==> config.mk <==
export PLATFORM = sky130hd
export DESIGN_NAME = btb_controller
export DESIGN_NICKNAME = d
export VERILOG_FILES = /design/src/rtl/btb_controller_pkg.sv /design/src/rtl/btb_mem.sv /design/src/rtl/btb_controller.sv
export SDC_FILE = /design/constraint.sdc
export NUM_CORES = 2
export LEC_CHECK = 0
export ABC_AREA = 0
export CORE_MARGIN = 5
export CORE_UTILIZATION = 60
export CTS_CLUSTER_SIZE = 24
export DETAILED_ROUTE_END_ITERATION = 10
export PLACE_DENSITY = 0.77
export SLEW_MARGIN = 40
export SYNTH_ARGS = -nofsm -noshare
export SYNTH_HDL_FRONTEND = slang
export SYNTH_HIERARCHICAL = 1
export SYNTH_SLANG_ARGS = --single-unit
==> constraint.sdc <==
create_clock -name clk -period 3.5 [get_ports clk]
set_input_delay 0.35 -clock clk [delete_from_list [all_inputs] [get_ports clk]]
set_output_delay 0.35 -clock clk [all_outputs]
set_load 0.02 [all_outputs]
==> src/rtl/btb_controller_pkg.sv <==
// Shared types and default sizing for the branch target buffer.
package btb_controller_pkg;

  localparam int unsigned BTB_ADDR_WIDTH = 10;  // fetch word-address width
  localparam int unsigned BTB_IDX_BITS   = 6;   // index bits, depth = 2**BTB_IDX_BITS
  localparam int unsigned XLEN           = 32;

  // Lookup result returned to IF.
  typedef struct packed {
    logic            hit;
    logic [XLEN-1:0] target;
  } btb_entry_t;

  // Branch resolution from EX.
  typedef struct packed {
    logic            taken;
    logic [XLEN-1:0] pc;
    logic [XLEN-1:0] branch_target;
  } br_cntrl_bus_t;

endpackage

==> src/rtl/btb_mem.sv <==
// BTB storage: valid bit-vector with async clear, tag/target register arrays.
// One asynchronous read port, one synchronous write port.
//   clk, rst     : clock, asynchronous active-low reset (clears valid only)
//   we           : write enable
//   widx/wtag/wtarget : write index and data
//   ridx         : read index
//   rvalid/rtag/rtarget : read data (pre-write contents on same-index collision)
module btb_mem
  import btb_controller_pkg::*;
#(
  parameter int unsigned IDX_BITS = BTB_IDX_BITS,
  parameter int unsigned TAG_W    = BTB_ADDR_WIDTH - BTB_IDX_BITS
) (
  input  logic                clk,
  input  logic                rst,
  input  logic                we,
  input  logic [IDX_BITS-1:0] widx,
  input  logic [TAG_W-1:0]    wtag,
  input  logic [XLEN-1:0]     wtarget,
  input  logic [IDX_BITS-1:0] ridx,
  output logic                rvalid,
  output logic [TAG_W-1:0]    rtag,
  output logic [XLEN-1:0]     rtarget
);

  localparam int unsigned DEPTH = 1 << IDX_BITS;

  logic [DEPTH-1:0] valid;
  logic [TAG_W-1:0] tag_mem    [DEPTH];
  logic [XLEN-1:0]  target_mem [DEPTH];

  // Valid bits: cleared asynchronously, so a write in a reset cycle is lost.
  always_ff @(posedge clk or negedge rst) begin
    if (!rst) begin
      valid <= '0;
    end else if (we) begin
      valid[widx] <= 1'b1;
    end
  end

  // Payload arrays carry no reset; valid gates their use.
  always_ff @(posedge clk) begin
    if (we) begin
      tag_mem[widx]    <= wtag;
      target_mem[widx] <= wtarget;
    end
  end

  // Asynchronous read port.
  always_comb begin
    rvalid  = valid[ridx];
    rtag    = tag_mem[ridx];
    rtarget = target_mem[ridx];
  end

endmodule

==> src/rtl/btb_controller.sv <==
// Direct-mapped branch target buffer. IF gets a combinational hit/target for
// the fetch word address; EX writes back taken branches/jumps.
//   clk          : core clock
//   rst          : asynchronous active-low reset
//   read_addr_i  : fetch word address (pc[ADDR_WIDTH+1:2])
//   br_cntrl_i   : EX resolution {taken, pc, branch_target}
//   is_branch_i  : EX slot holds a branch/jump
//   entry_o      : {hit, target} for read_addr_i (target is 0 on miss)
module btb_controller
  import btb_controller_pkg::*;
#(
  parameter int unsigned ADDR_WIDTH = BTB_ADDR_WIDTH,
  parameter int unsigned IDX_BITS   = BTB_IDX_BITS
) (
  input  logic                  clk,
  input  logic                  rst,
  input  logic [ADDR_WIDTH-1:0] read_addr_i,
  input  br_cntrl_bus_t         br_cntrl_i,
  input  logic                  is_branch_i,
  output btb_entry_t            entry_o
);

  localparam int unsigned TAG_W = ADDR_WIDTH - IDX_BITS;

  logic [IDX_BITS-1:0] ridx;
  logic [TAG_W-1:0]    rtag;
  logic [IDX_BITS-1:0] widx;
  logic [TAG_W-1:0]    wtag;
  logic                we;
  logic                mem_valid;
  logic [TAG_W-1:0]    mem_tag;
  logic [XLEN-1:0]     mem_target;
  logic                unused_pc_bits;

  // Index/tag split of the fetch word address and of the resolved byte PC.
  always_comb begin
    ridx = read_addr_i[IDX_BITS-1:0];
    rtag = read_addr_i[ADDR_WIDTH-1:IDX_BITS];
    widx = br_cntrl_i.pc[IDX_BITS+1:2];
    wtag = br_cntrl_i.pc[ADDR_WIDTH+1:IDX_BITS+2];
    we   = is_branch_i & br_cntrl_i.taken;
  end

  // Byte offset and PC bits above the tag do not take part in the lookup.
  assign unused_pc_bits = ^{br_cntrl_i.pc[XLEN-1:ADDR_WIDTH+2], br_cntrl_i.pc[1:0]};

  btb_mem #(
    .IDX_BITS (IDX_BITS),
    .TAG_W    (TAG_W)
  ) u_mem (
    .clk     (clk),
    .rst     (rst),
    .we      (we),
    .widx    (widx),
    .wtag    (wtag),
    .wtarget (br_cntrl_i.branch_target),
    .ridx    (ridx),
    .rvalid  (mem_valid),
    .rtag    (mem_tag),
    .rtarget (mem_target)
  );

  // Hit compare; target forced to zero on a miss.
  always_comb begin
    entry_o        = '0;
    entry_o.hit    = mem_valid && (mem_tag == rtag);
    if (entry_o.hit) begin
      entry_o.target = mem_target;
    end
  end

endmodule

Word level (Yosys, flattened, before mapping)

Memories as Yosys holds them, arrays and structs flattened.
Index checks and enable logic that the tools add are counted.

Input port bits: 78
Register bits: 64
Output and inout bits: 33
Memories kept: 2
Bits in writable memories: 2,304

Bitwise operators: 2
Reduce and logical (&&, ||, !) cells: 2
Eq/ne operators: 1
Muxes and demuxes: 7
$lt $le $gt $ge: 3

Memory list:

| name             | words | width | rd ports | clocked after Yosys merged registers in | wr ports | RTL line      | text |
|---|---|---|---|---|---|---|---|
| u_mem.target_mem | 64    | 32    | 1        | 0                                       | 1        | btb_mem.sv:30 | `logic [XLEN-1:0] target_mem [DEPTH];` |
| u_mem.tag_mem    | 64    | 4     | 1        | 0                                       | 1        | btb_mem.sv:29 | `logic [TAG_W-1:0] tag_mem [DEPTH];` |

Operators by type and width:

| cell                                                                          | count |
|---|---|
| 64-bit OR                                                                     | 1 |
| 32-bit two-way mux                                                            | 1 |
| 6-bit by 7-bit less-than comparator with 1-bit output (second input constant) | 2 |
| 1-bit binary-select mux with 6-bit select                                     | 1 |
| 1-bit demux with 6-bit select                                                 | 1 |
| 6-bit by 1-bit >= comparator with 1-bit output (second input constant)        | 1 |
| 4-bit == test                                                                 | 1 |
| 1-bit two-way mux                                                             | 4 |
| 1-bit logical AND                                                             | 2 |
| 1-bit bitwise AND                                                             | 1 |

Depth between registers and ports, before layout

Depth in word-level cells: 5
Depth in mapped cells: 13
Gate-level depth less buffers: 8

Cells and area by module

The synthesis kept the hierarchy.

Modules (own cells, without submodules):

| module         | times used | seq. area each (um2) | cells an instance | area an instance (um2) |
|---|---|---|---|---|
| btb_mem        | 1          | 70,787.9             | 3,918             | 89,707.3 |
| btb_controller | 1          | 0.0                  | 51                | 635.6 |

Least setup slack after synthesis

No wires, ideal clock.

Kind: input-to-output
Start point: input port read_addr_i[0]
End point: output port entry_o[0] in the netlist's numbering
Arrival time: 3.161 ns
Stages: 9
Path buffers: 3
Slack: -0.011 ns
Cell sequence: buf_4 > buf_4 > buf_2 > mux4_2 > a211oi_1 > o22ai_1 > o21a_1 > a221o_2 > nor4b_1

RTL lines:

| what               | RTL line             | text |
|---|---|---|
| start: declaration | btb_controller.sv:17 | `input logic [ADDR_WIDTH-1:0] read_addr_i,` |
| end: declaration   | btb_controller.sv:20 | `output btb_entry_t entry_o` |

==> summary.md <==
| Metric | Value |
|---|---|
| Status | `complete, but fails checks` |
| Failing checks | `negative setup slack` |
| Die Area | `between 0.15 and 0.2 mm²` |
| Ys flop type | `edfxtp_1` |
| Register area share after synthesis | `about four fifths` |
| CTS root buf | `clkbuf_16` |
| Fin Clk Skew | `0 ns` |
| Quantity of I/O buffers inserted on ports | `88` |
| Synthesized area | `0.09034 mm²` |
| FF+latch area | `0.07079 mm²` |
| Routed Wire Length | `~240 mm` |
| Cells after synthesis | `3969` |
| Asr flop ratio synth | `~2.7%` |
| Detailed router's first-iteration violation count | `~7200` |
| Reg clk slew, reported paths | `0.06 ns` |
| Most common cell after layout, fill and taps aside | `edfxtp_1` |
| Residual DRC | `0` |
| Core area | `~0.15 mm²` |
| Initial antenna violation count | `7` |
| Area leader, netlist | `edfxtp_1` |
| Total grt overflow | `0` |
| Final period utilization | `115.7%` |
| Synth top area share | `between 70% and 80%` |
| Max Fclk | `roughly 250 MHz` |
| Layout cell share with drive strength beyond 1 | `34.09%` |
| Final setup fails | `33` |
| Site row count | `roughly 140` |
| Worst-Margin Slew | `around 0.8 ns` |
| Num ports | `~110` |
| GPL Wtd Cong | `~0.87` |
| Largest cells by area after synthesis | `edfxtp_1, mux4_2, dfrtp_1` |
| Setup crit start kind | `flop` |
| Pwr dens | `approximately 550 mW/mm²` |
| Vias in the first global route | `around 48000` |
| Yosys cell types | `between 40 and 50` |
| Relative max-transition margin | `a little under half` |
| Most frequent cells in the layout | `edfxtp_1, mux4_2, buf_4, clkbuf_16, o22ai_1` |
| Pre-CTS setup slack | `-0.6611 ns` |
| Fill count | `between 8000 and 9000` |
| CTS Buf Count | `~220` |
| Total GRT Usage | `between 30 and 40%` |
| Slew Viols, Final | `0` |
| Die height | `about 400 µm` |
| First drt pass iteration count | `8` |
| Routed wire length per instance | `between 30 and 40 µm` |
| DP HPWL | `about 130 mm` |
| Critical Path Sink | `entry_o[8]` |
| Tmin final | `a little over 4 ns` |
| CP endpoint kind | `primary output` |
| CP Launch Point | `u_mem/tag_mem[35][3]` |
| CTS Buffer Depth | `3` |
| Endpoints failing hold | `0` |
| HP Class | `input port to asynchronous set/reset pin` |
| Area of the multi-input gates | `just under 0.02 mm²` |
| VDD IR-drop max | `around 0.00046 V` |
| Ys Warns | `6` |
| Final setup margin | `-0.5488 ns` |
| Post-synthesis average cell area | `~23 µm²` |
| Synth Net Count | `4047` |
| H-tree Lvls | `4` |
| CTS sink count | `approximately 2400` |
| Finished Core Util | `a little over two thirds` |
| First-pass GRT wire length | `roughly 340 mm` |
| Vias/cell | `roughly 7` |
| Worst EP arrival | `between 3 and 4 ns` |
| Final #Nets | `4548` |
| Worst R2R Setup Slack | `about 2.7 ns` |
| Crit Path Class | `flop to primary output` |
| Via count | `between 40000 and 50000` |
| FF-to-FF End | `u_mem/valid[53]` |
| Post-route total power | `~0.058 W` |
| Area grow syn2layout | `16.19%` |
| CP Max Fanout | `4` |
| Final ANT Viol Nets | `0` |
| Worst-Skew Late Latency | `between 0.8 and 0.9 ns` |
| Path depth of the worst reg2reg path | `1` |
| Die Width | `398.0 µm` |
| Req. time, crit path | `roughly 3.2 ns` |
| Lkg Pwr | `33.57 nW` |
| Synth Register Bits | `around 2400` |
| MaxCap Viol Count | `0` |
| RR Startpoint | `u_mem/valid[53]` |
| EDFF count, synth | `2304` |
| CTS tree | `done` |
| Starting density of the core | `60.32%` |
| Largest net degree at the start of global routing | `between 60 and 70` |
| RSZ-0062 raised after global routing | `true` |
sequential cells by signal, indices dropped and copies added (netlist names):
| register | flops |
|---|---|
| u_mem/target_mem | 2048 |
| u_mem/tag_mem | 256 |
| u_mem/valid | 64 |
logic make-up (layout without fill, tap and decap cells):
group | count (synthesis) | in the layout | synth area share [%]
AO/OA/AOI/OAI | 369 | 369 | 2.778
XOR/XNOR | 1 | 1 | 0.009696
buffers and inverters | 230 | 910 | 1.357
flip-flops | 2368 | 2368 | 78.35
multiplexers | 643 | 643 | 15.12
other | 0 | 6 | 0
AND/OR/NAND/NOR | 358 | 358 | 2.384
layout make-up:
cell class / count / share of cell area [%]
diodes: 6 / 0.01430
well taps: 2016 / 2.403
inverters: 2 / 0.007152
clock inverters: 124 / 0.9751
clock buffers: 275 / 5.490
repair buffers: 509 / 5.275
flip-flops and latches: 2368 / 67.44
multi-input cells: 1371 / 18.40
metrics by stage:
step                      TNS [ns]  instances  hold WS (ns)  instance area (µm²)
after floorplan           -0.03151       3969       0.05441                90340
after global placement      -15.08       6234        0.4453                97130
after detailed placement    -17.53       6234        0.4489                97220
after CTS                   -13.85       6652      0.008531               104500
after global routing        -17.38       6668       0.01615               105000
final                       -13.99       6671       0.02743               105000
how the worst min path moves through the flow:
stage | start | end | slack [ns] | cells after the start
floorplan | rst | u_mem/valid[0] | 0.05 | 0
global placement | u_mem/valid[61] | u_mem/valid[61] | 0.45 | 1
detailed placement | u_mem/valid[58] | u_mem/valid[58] | 0.45 | 1
CTS | br_cntrl_i[1] | u_mem/target_mem[0][1] | 0.009 | 1
global route | br_cntrl_i[43] | u_mem/tag_mem[6][3] | 0.02 | 1
finish | rst | u_mem/valid[34] | 0.03 | 2
cell usage after synthesis, drive strengths merged (16+ instances only):
cell type	n
edfxtp	2304
mux4	575
o22ai	158
buf	122
clkbuf	106
nor2	85
or2	70
dfrtp	64
mux2i	47
a22oi	45
nand2	38
nor2b	38
o221ai	33
nor4b	32
nand3	31
o21ai	30
a211oi	27
nor4	27
a31oi	22
mux2	21
o21a	21
a21oi	16
what timing repair did:
item                       CTS  global route
hold endpoints to repair    56             0
hold buffers                 5             0
gates resized for setup    219            50
gates cloned                 1             3
pin swaps                   19            17
setup endpoints to repair   33            33
setup buffers               14            11
critical path, cell delays in order, from the launching register on:
cell and delay [ns]:
edfxtp_1 0.39, mux4_2 0.48, nor2b_1 0.15, a211oi_1 0.16, o22ai_1 0.11, o21a_1 0.15
a221o_2 0.46, buf_12 0.16, buf_12 0.14, nor4b_4 0.32, buf_4 0.21, buf_6 0.12
routing by layer:
metal  up-vias  GRT usage, %  share of wire (%)
li1      17980             -                  -
met1     24470         42.26                 34
met2      3789         47.67                 48
met3       619         8.046                 13
met4         2         12.10                4.3
met5         -             0             0.0054
where the power goes:
group	internal (W)	switching, W	leakage [nW]
sequential	0.0313	0.0000785	21.6
combinational	0.00158	0.00207	8.69
clock	0.0127	0.0101	3.33
total	0.0456	0.0123	33.6
(Power assumes the default switching activity.)
